File: src/rtl/piso_serializer.sv
// Parallel-in serial-out transmitter: accepts a WIDTH-bit word on a valid/ready
// handshake and shifts it out one bit per clock, framed by sframe, with done on the last bit.
module piso_serializer #(
    parameter int   WIDTH      = 4,
    parameter bit   MSB_FIRST  = 1'b1,
    parameter logic IDLE_LEVEL = 1'b0
) (
    input  logic             clk,
    input  logic             reset,
    input  logic             d_valid,
    input  logic [WIDTH-1:0] d,
    output logic             d_ready,
    output logic             sout,
    output logic             sframe,
    output logic             done,
    output logic             busy
);

    localparam int            CW       = $clog2(WIDTH);
    localparam logic [CW-1:0] LAST_CNT = CW'(WIDTH - 1);
    localparam logic [CW-1:0] PRE_LAST = CW'(WIDTH - 2);

    typedef enum logic [0:0] {
        IDLE  = 1'b0,
        SHIFT = 1'b1
    } state_t;

    state_t           state_r, state_s;
    logic [WIDTH-1:0] shreg_r, shreg_s;
    logic [CW-1:0]    cnt_r, cnt_s;
    logic             sout_r, sout_s;
    logic             sframe_r, sframe_s;
    logic             done_r, done_s;
    logic             last_s;
    logic             accept_s;

    // The shift register keeps the bit currently on sout in its leading position.
    function automatic logic first_bit(input logic [WIDTH-1:0] w);
        return MSB_FIRST ? w[WIDTH-1] : w[0];
    endfunction

    function automatic logic next_bit(input logic [WIDTH-1:0] w);
        return MSB_FIRST ? w[WIDTH-2] : w[1];
    endfunction

    function automatic logic [WIDTH-1:0] shift_word(input logic [WIDTH-1:0] w);
        return MSB_FIRST ? {w[WIDTH-2:0], 1'b0} : {1'b0, w[WIDTH-1:1]};
    endfunction

    assign last_s   = (state_r == SHIFT) && (cnt_r == LAST_CNT);
    assign d_ready  = (state_r == IDLE) || last_s;
    assign accept_s = d_valid && d_ready;
    assign sout     = sout_r;
    assign sframe   = sframe_r;
    assign done     = done_r;
    assign busy     = (state_r == SHIFT);

    // Next-state and next-output decode; an accept always reloads the word.
    always_comb begin
        state_s  = state_r;
        shreg_s  = shreg_r;
        cnt_s    = cnt_r;
        sout_s   = sout_r;
        sframe_s = sframe_r;
        done_s   = 1'b0;
        case (state_r)
            IDLE, SHIFT: begin
                if (accept_s) begin
                    state_s  = SHIFT;
                    shreg_s  = d;
                    cnt_s    = {CW{1'b0}};
                    sout_s   = first_bit(d);
                    sframe_s = 1'b1;
                    done_s   = 1'b0;
                end else if (state_r == SHIFT && !last_s) begin
                    state_s  = SHIFT;
                    shreg_s  = shift_word(shreg_r);
                    cnt_s    = cnt_r + CW'(1);
                    sout_s   = next_bit(shreg_r);
                    sframe_s = 1'b1;
                    done_s   = (cnt_r == PRE_LAST);
                end else begin
                    state_s  = IDLE;
                    sout_s   = IDLE_LEVEL;
                    sframe_s = 1'b0;
                    done_s   = 1'b0;
                end
            end
            default: begin
                state_s  = IDLE;
                sout_s   = IDLE_LEVEL;
                sframe_s = 1'b0;
                done_s   = 1'b0;
            end
        endcase
    end

    // FSM state register.
    always_ff @(posedge clk) begin
        if (reset) begin
            state_r <= IDLE;
        end else begin
            state_r <= state_s;
        end
    end

    // Datapath and registered serial outputs; reset aborts any word in flight.
    always_ff @(posedge clk) begin
        if (reset) begin
            shreg_r  <= {WIDTH{1'b0}};
            cnt_r    <= {CW{1'b0}};
            sout_r   <= IDLE_LEVEL;
            sframe_r <= 1'b0;
            done_r   <= 1'b0;
        end else begin
            shreg_r  <= shreg_s;
            cnt_r    <= cnt_s;
            sout_r   <= sout_s;
            sframe_r <= sframe_s;
            done_r   <= done_s;
        end
    end

endmodule

File: config.mk
export PLATFORM = sky130hd
export DESIGN_NAME = piso_serializer
export DESIGN_NICKNAME = d
export VERILOG_FILES = /design/src/rtl/piso_serializer.sv
export SDC_FILE = /design/constraint.sdc
export NUM_CORES = 1
export LEC_CHECK = 0
export CORE_AREA = 2 2 39 41
export CTS_CLUSTER_SIZE = 16
export DETAILED_ROUTE_END_ITERATION = 12
export DIE_AREA = 0 0 41 43
export GPL_TIMING_DRIVEN = 0
export PLACE_DENSITY = 0.5
export SLEW_MARGIN = 25
export SYNTH_ARGS = -nofsm -noshare
export SYNTH_HDL_FRONTEND = slang
export SYNTH_SLANG_ARGS = --single-unit
File: constraint.sdc
create_clock -name clk -period 0.97 [get_ports clk]
set_input_delay 0.194 -clock clk [delete_from_list [all_inputs] [get_ports clk]]
set_output_delay 0.194 -clock clk [all_outputs]
set_load 0.05 [all_outputs]
# After elaboration in Yosys (flattened, before gate mapping)
# Index checks and enable logic that the tools add are counted.
op_classes:
  addsub: 1
  eq_ne: 2
  n_mux: 6
  bitwise_logic: 2
  n_reduce_logical: 8
ops:
  columns: ["op", "count"]
  rows:
  - ["$mux W3", 2]
  - ["$eq A2 B2 Y1 const B", 2]
  - ["$mux W1", 4]
  - ["$logic_and A1 B1 Y1", 3]
  - ["$reduce_or A3 Y1", 1]
  - ["$add A2 B1 Y2 const B", 1]
  - ["$not A1 Y1", 2]
  - ["$reduce_bool A2 Y1", 1]
  - ["$reduce_or A2 Y1", 1]
  - ["$logic_not A1 Y1", 1]
  - ["$logic_or A1 B1 Y1", 1]
word_totals:
  regBits: 8
  input_bits: 7
  out_inout_bits: 5
  wordCells: 24

# Longest topological paths before layout
# Gate-level depths: netlist of the first run.
logic_depth:
  ltp_word: 6
  depth_mapped: 5
  depth_no_buf: 5

# Worst setup path before layout of the first run
# OpenSTA, ideal clock, no wires.
synth_timing:
  kind: "register -> register"
  from: "register, netlist name sframe"
  to: "register shreg_r[1]"
  setup_ps: 138
  arrival_time_ps: 1255
  t_required_ps: 832
  path_slack_ps: -423
  stages_incl_launch_ff: 5
  path_buffers: 0
  period_less_slack_ps: 1393
  path_cell_list: "dfxtp_1 nor2b_4 inv_2 nor2_1 a211oi_1"
synth_lines:
  columns: ["item", "line_no", "text"]
  rows:
  - ["to (signal assigned)", "110", "shreg_r <= {WIDTH{1'b0}};"]
  - ["to (signal assigned)", "116", "shreg_r <= shreg_s;"]
  - ["to (decl)", "29", "logic [WIDTH-1:0] shreg_r, shreg_s;"]

# Worst setup path after layout of the first run
layout_timing:
  from: "register cnt_r[1]"
  to: "output d_ready"
layout_between:
  elab_chain_len: 3
layout_rtl:
  columns: ["item", "line_no", "text"]
  rows:
  - ["from (decl)", "30", "logic [CW-1:0] cnt_r, cnt_s;"]
  - ["from (signal assigned)", "111", "cnt_r <= {CW{1'b0}};"]
  - ["from (signal assigned)", "117", "cnt_r <= cnt_s;"]
  - ["$eq A2 B2 Y1", "50", "assign last_s = (state_r == SHIFT) && (cnt_r == LAST_CNT);"]
  - ["$logic_and A1 B1 Y1", "50", null]
  - ["$logic_or A1 B1 Y1", "51", "assign d_ready = (state_r == IDLE) || last_s;"]
  - ["to (decl)", "12", "output logic d_ready,"]
# Every way passes these cells.

==> reports/summary.json, run 1 <==
{
  "timing_max_transition_violations_final": 0,
  "clock_latency_ns": 0.25,
  "initial_antenna_violation_count": 0,
  "ant_nets": 0,
  "final_core_utilization_pct": 44.03,
  "area_fraction_in_compound_gates_after_synthesis_pct": 9.541,
  "grt_remaining_overflow": 0,
  "criticalPathCategory": "register to output pin",
  "cts-buffers-inserted": 3,
  "syn_inst": 36,
  "combinational_family_with_the_most_area_after_synthesis": "simple AND/OR/NAND/NOR gates",
  "core_area_um2": 1384,
  "worst_path_max_delay_cell": "dfxtp_2",
  "grt_pass1_vias": 332,
  "max_slew_margin_pct": 88.13,
  "synth_nets": 45,
  "multi_input_comb_area_um2": 215.2,
  "post-route-period-util_pct": 130.8,
  "drt_wl_total_um": 687,
  "count_of_hold_buffers_inserted_by_post_cts_repair": 0,
  "clock_tree.buffer_depth": 2,
  "cap_violations": 0,
  "worst_ir_drop_vdd_mv": 0.6762,
  "synth_simple_gate_area_share_pct": 20.85,
  "rsz0062_at_grt": "true",
  "routabilityCongestion": 0.6620,
  "tritoncts": "yes",
  "final_nets": 63,
  "crit_path_end_kind": "output pin",
  "netlist_area_um2": 354.1,
  "p_leak_nw": 0.2475,
  "hold_path_class": "input port to register",
  "die_area_um2": 1763,
  "final.setup.worst_slack_ns": -0.2985,
  "grt_use_total_pct": 11.20,
  "n_antenna_cell": 0,
  "cp_slowest_stage_delay_ns": 0.33,
  "clock_tree.htree_level_count": 1,
  "floorplan.initialDensity_pct": 25.59,
  "route.detailed.wl_per_inst_um": 9.957,
  "synthToLayoutAreaGrowth_pct": 72.08,
  "yosys_register_bits": 8,
  "finalHoldViolations": 0,
  "run_status": "finished with violations",
  "power_mw": 0.8424,
  "port_buffers": 9,
  "synth.distinct_cells": 20,
  "drt_iter0_drc": 1,
  "most_frequent_cells_in_the_layout": "buf_6 (5), dfxtp_1 (5), clkdlybuf4s50_1 (4)",
  "proportion_of_synthesized_area_in_mux_cells_pct": 8.481,
  "achievable-frequency_ghz": 0.7883,
  "sequential_cell_area_um2": 166.4,
  "detail_route.drc_violations": 0,
  "place.detailed.hpwl_um": 505.6,
  "synth_adder_area_share_pct": 7.067,
  "final.min_clock_period_ns": 1.269,
  "syn_area_per_cell_um2": 9.836,
  "pwr_dens_nw_per_um2": 1382,
  "crit_chain": "ha_4 -> nor2b_4 -> inv_6 -> buf_8",
  "synth_sequential_area_ratio_pct": 45.23,
  "grt_pass1_wl_um": 1324,
  "startpoint_type": "register",
  "synth_warnings": 0,
  "cts_root_buffer": "clkbuf_4",
  "crit_required_ns": 0.78,
  "fin_worst_skew_ns": 0.001264,
  "cts.clk_slew.worst_paths_ns": 0.06,
  "violated_checks": "negative setup slack",
  "nFillCells": 144,
  "die_width_um": 41,
  "die_h_um": 43,
  "largest_net_degree_at_the_start_of_global_routing": 9,
  "timing_worst_slew_pin_value_ns": 0.1731,
  "setup_viol_count_final": 11,
  "drive_above_1_share_pct": 54.72,
  "viasPerCell": 4.464,
  "ioPinCount": 12,
  "detailroute.via_count": 308,
  "xor_xnor_share_of_the_synthesized_area_pct": 0,
  "drt_first_pass_iters": 2,
  "critical_path_peak_fanout": 2,
  "row_count": 14,
  "worst-endpoint-arrival_ns": 1.07,
  "cts_sinks": 8
}
synth_stat cells (all sizes together):
| master | number | area share [%] |
|---|---|---|
| nor3b | 1 | 2.1 |
| nor2b | 1 | 3.9 |
| buf | 2 | 5.3 |
| clkbuf | 1 | 1.4 |
| a21oi | 3 | 5.3 |
| ha | 2 | 7.1 |
| a211oi | 2 | 4.2 |
| or3 | 1 | 1.8 |
| nand2b | 1 | 1.8 |
| nand3 | 1 | 1.4 |
| dfxtp | 8 | 45 |
| nand3b | 1 | 2.1 |
| nand2 | 2 | 2.1 |
| inv | 2 | 2.1 |
| nor2 | 4 | 4.2 |
| nor3 | 1 | 1.4 |
| mux2i | 3 | 8.5 |
power by group:
| group | switching, mW | internal [mW] | total, mW |
|---|---|---|---|
| Sequential | 0.0162 | 0.349 | 0.365 |
| Combinational | 0.105 | 0.103 | 0.207 |
| Clock | 0.113 | 0.157 | 0.270 |
state kept, by name, indices dropped and copies added, names as in the netlist:
register	cells
shreg_r	3
cnt_r	2
done	1
sout	1
sframe	1
area by class of cell:
type                            instances  share of cell area (%)
Sequential cell                         8                   27.31
Inverter                                2                   2.053
Clock buffer                            4                   4.312
Multi-Input combinational cell         23                   35.32
Buffer                                  2                   2.669
Timing Repair Buffer                   14                   25.05
Tap cell                               16                   3.285
metrics by stage:
| step | worst slack (ns) | hold slack [ns] | cell area, um2 | cells | setup TNS, ns |
|---|---|---|---|---|---|
| CTS | -0.3037 | 0.2005 | 571.8 | 68 | -1.284 |
| detailed placement | -0.7110 | 0.4511 | 491.7 | 61 | -2.634 |
| floorplan | -0.09258 | 0.3415 | 381.6 | 36 | -0.5150 |
| finish | -0.2985 | 0.2039 | 609.3 | 69 | -1.327 |
| global placement | -0.7116 | 0.4402 | 491.7 | 61 | -2.534 |
| global route | -0.3435 | 0.2175 | 609.3 | 69 | -1.865 |
final timing paths:
kind         startpoint  depth (start not counted)  endpoint  slack [ns]
min             d_valid                          3    sframe        0.20
max reg2reg    cnt_r[1]                          5  cnt_r[0]       -0.21
min reg2reg  shreg_r[2]                          2      sout        0.46
max            cnt_r[1]                          4   d_ready       -0.30
metal layers:
metal	track usage (%)	wire length, um	vias to the layer above
met3	3.141	47	2
met5	0	0	-
met2	16.56	346	9
li1	-	-	153
met1	13.07	281	144
met4	8.000	11	0
kinds of logic (layout without fill, tap and decap cells):
group                      count (synthesis)  count (layout)
DFF                                        8               8
muxes                                      3               3
and+or+nand+nor                           13              13
adders and majority gates                  2               2
AOI/OAI and AO/OA                          5               5
buffers and inverters                      5              22
worst max-delay path, delay by kind of cell, from the launching register on:
family,cells,cell delay [ns]
flops,1,0.33
simple gates,1,0.15
fa+ha+maj,1,0.16
buf+inv,2,0.18
timing repair:
action | in CTS | in global routing
gates resized for setup | 42 | 8
buffers inserted | 3 | 2
cloned | 0 | 0
endpoints found under the hold margin | 0 | 0
endpoints found under the setup margin | 11 | 13
No activity file was read; power rests on OpenSTA's default activity.
==> run 2, diff against run 1 <==
- PLACE_DENSITY: 0.5 -> 0.49
- clock period: 0.97 -> 1.38 ns (I/O delays scaled with it)
==> run 2 against run 1 <==
  * Global-route usage fell by 2.2 points
  * Critical endpoint unchanged
  * Core utilization fell by 4.3 points
  * Clock power fell by 35%
  * Total power fell by 34%
  * Sequential power fell by 30%
  * Hold slack improved by 0.091 ns
  * First-iteration DRC count rose by 100%
  * Final cell count rose by 1.4%
  * The run still ends with negative setup slack left
  * Non-clock buffer count rose by 2
==> reports/summary.json, run 2 (synthesis gave the netlist of run 1 again) <==
{
  "largest_net_degree_at_the_start_of_global_routing": {"value": 9, "change": "unchanged"},
  "worst_ir_drop_vdd": {"value": 0.5276, "unit": "mV", "change": "-22%"},
  "achievable-frequency_ghz": 0.7218,
  "route.detailed.wl_per_inst": {"value": 9.843, "unit": "um", "change": "-1.1%"},
  "core_area": {"value": 1384, "unit": "um2", "change": "unchanged"},
  "n_antenna_cell": {"value": 0, "change": "unchanged"},
  "cp_slowest_stage_delay": {"value": 0.33, "unit": "ns", "change": "about the same"},
  "row_count": {"value": 14, "change": "unchanged"},
  "whs": {"value": 0.2947, "unit": "ns", "change": "+0.09079 ns"},
  "viasPerCell": {"value": 4.200, "change": "-5.9%"},
  "detail_route.drc_violations": {"value": 0, "change": "unchanged"},
  "grt_use_total": {"value": 8.981, "unit": "%", "change": "-2.2 points"},
  "post-route-period-util_pct": 100.4,
  "largest_register": "shreg_r",
  "critical_path_peak_fanout": {"value": 5, "change": "+3"},
  "final_area": {"value": 549.3, "unit": "um2", "change": "-9.9%"},
  "final_nets": {"value": 65, "change": "+3.2%"},
  "fin_worst_skew": {"value": 0.0005956, "unit": "ns", "change": "-0.0006684 ns"},
  "cts_root_buffer": "clkbuf_4",
  "die_area": {"value": 1763, "unit": "um2", "change": "unchanged"},
  "pwr_dens": {"value": 1009, "unit": "nW/um2", "change": "-27%"},
  "run_status": "finished with violations",
  "startpoint_type": "register",
  "p_leak": {"value": 0.2425, "unit": "nW", "change": "-2.0%"},
  "tritoncts": "yes",
  "crit_path_end_kind": "output pin",
  "grt_pass1_vias": {"value": 277, "change": "-17%"},
  "routabilityCongestion": {"value": 0.6934, "change": "+4.7%"},
  "die_h": {"value": 43, "unit": "um", "change": "unchanged"},
  "place_ws": {"value": -0.4641, "unit": "ns", "change": "+0.2469 ns"},
  "setup_tns": {"value": -0.005408, "unit": "ns", "change": "+1.321 ns"},
  "rsz0062_at_grt": "true",
  "placed_area": {"value": 465.4, "unit": "um2", "change": "-5.3%"},
  "port_buffers": {"value": 9, "change": "unchanged"},
  "place.detailed.hpwl": {"value": 496.2, "unit": "um", "change": "-1.9%"},
  "timing_worst_slew_pin_value": {"value": 0.4850, "unit": "ns", "change": "+0.3118 ns"},
  "worst_path_max_delay_cell": "dfxtp_2",
  "max_slew_margin": {"value": 67.80, "unit": "%", "change": "-20 points"},
  "drt_wl_total": {"value": 689, "unit": "um", "change": "+0.29%"},
  "criticalPathCategory": "register to output pin",
  "initial_antenna_violation_count": {"value": 0, "change": "unchanged"},
  "hold_path_class": "input port to register",
  "ioPinCount": {"value": 12, "change": "unchanged"},
  "grt_remaining_overflow": {"value": 0, "change": "unchanged"},
  "cts_sinks": {"value": 8, "change": "unchanged"},
  "synthToLayoutAreaGrowth_pct": 55.12,
  "floorplan.initialDensity": {"value": 25.59, "unit": "%", "change": "unchanged"},
  "die_width": {"value": 41, "unit": "um", "change": "unchanged"},
  "drt_iter0_drc": {"value": 2, "change": "+1"},
  "cts.clk_slew.worst_paths": {"value": 0.06, "unit": "ns", "change": "about the same"},
  "worst-endpoint-arrival": {"value": 1.11, "unit": "ns", "change": "+0.04 ns"},
  "cts-buffers-inserted": {"value": 3, "change": "unchanged"},
  "most_frequent_cells_in_the_layout": "buf_4 (7), dfxtp_1 (5), nor2_1 (4), clkdlybuf4s50_1 (4)",
  "worst_path_dominant_cell_family": "flip-flops",
  "cap_violations": {"value": 0, "change": "unchanged"},
  "largest_reg_flops": {"value": 3, "change": "unchanged"},
  "timing_max_transition_violations_final": {"value": 0, "change": "unchanged"},
  "final_core_utilization": {"value": 39.69, "unit": "%", "change": "-4.3 points"},
  "final.setup.worst_slack": {"value": -0.005408, "unit": "ns", "change": "+0.2931 ns"},
  "drt_first_pass_iters": {"value": 2, "change": "unchanged"},
  "clock_tree.buffer_depth": {"value": 2, "change": "unchanged"},
  "drive_above_1_share": {"value": 40.74, "unit": "%", "change": "-14 points"},
  "timing.critical_path.buf_inv": {"value": 2, "change": "unchanged"},
  "crit_chain": "ha_4 -> nor2b_4 -> inv_4 -> buf_8",
  "layout_commonest_cell": "buf_4",
  "clock_tree.htree_level_count": {"value": 1, "change": "unchanged"},
  "nFillCells": {"value": 145, "change": "+0.69%"},
  "ant_nets": {"value": 0, "change": "unchanged"},
  "violated_checks": "negative setup slack",
  "detailroute.via_count": {"value": 294, "change": "-4.5%"},
  "final.min_clock_period_ns": 1.385,
  "count_of_hold_buffers_inserted_by_post_cts_repair": {"value": 0, "change": "unchanged"},
  "finalHoldViolations": {"value": 0, "change": "unchanged"},
  "crit_required": {"value": 1.10, "unit": "ns", "change": "+0.32 ns"},
  "largestRegisters": "shreg_r x3, cnt_r x2",
  "setup_viol_count_final": {"value": 1, "change": "-10"},
  "clock_latency": {"value": 0.24, "unit": "ns", "change": "about the same"},
  "grt_pass1_wl": {"value": 1076, "unit": "um", "change": "-19%"}
}
[run 2: cell types whose count changed in the layout (fill, tap and decap cells not counted), sizes merged]
| cell | before | now |
|---|---|---|
| clkdlybuf4s15 | 0 | 1 |
| dlygate4sd2 | 0 | 2 |
| buf | 11 | 9 |
[run 2: final cells by class]
| cell class | instances | area (um2) | area share, % |
|---|---|---|---|
| multi-input combinational | 23 | 175.2 | 31.89 |
| sequential | 8 | 163.9 | 29.84 |
| clock buffer | 3 | 22.52 | 4.100 |
| timing repair buffer | 15 | 133.9 | 24.37 |
| buffer | 3 | 23.77 | 4.328 |
| tap | 16 | 20.02 | 3.645 |
| inverter | 2 | 10.01 | 1.822 |
[run 2: layer usage]
metal  GRT usage (%)  up-vias  part of all wire (%)
li1                -      157                     -
met1           11.11      128                    45
met2           13.44        9                    49
met3           3.141        0                   4.9
met4           4.000        0                     0
met5               0        -                     0
[run 2: repair_timing]
action | 4_1_cts | 5_1_grt
buffers inserted | 0 | 6
gates resized for setup | 15 | 6
setup endpoints to repair | 5 | 2
pin swaps | 0 | 1
[run 2: final timing paths]
path         startpoint    endpoint  slack [ns]  depth (start not counted)
min reg2reg  shreg_r[2]        sout        0.46                          2
max            cnt_r[1]     d_ready      -0.005                          4
max reg2reg    cnt_r[1]  shreg_r[1]        0.14                          6
min             d_valid      sframe        0.29                          3
[run 2: report_power, final]
part / leakage (nW) / switching, mW / total [mW] / internal [mW]
registers: 0.0668 / 0.00792 / 0.254 / 0.246
clock network: 0.0138 / 0.0755 / 0.175 / 0.0993
logic: 0.162 / 0.0659 / 0.126 / 0.0602
[run 2: worst min-delay path: stages]
cell    delay (ns)
buf_6         0.10
nor2_1        0.05
nor2_1        0.07
[run 2: through the flow]
step | total power, mW | instances
2_1_floorplan | 0.3300 | 36
3_3_place_gp | 0.3633 | 61
3_5_place_dp | 0.3661 | 61
4_1_cts | 0.5400 | 64
5_1_grt | 0.5930 | 70
6_report | 0.5544 | 70
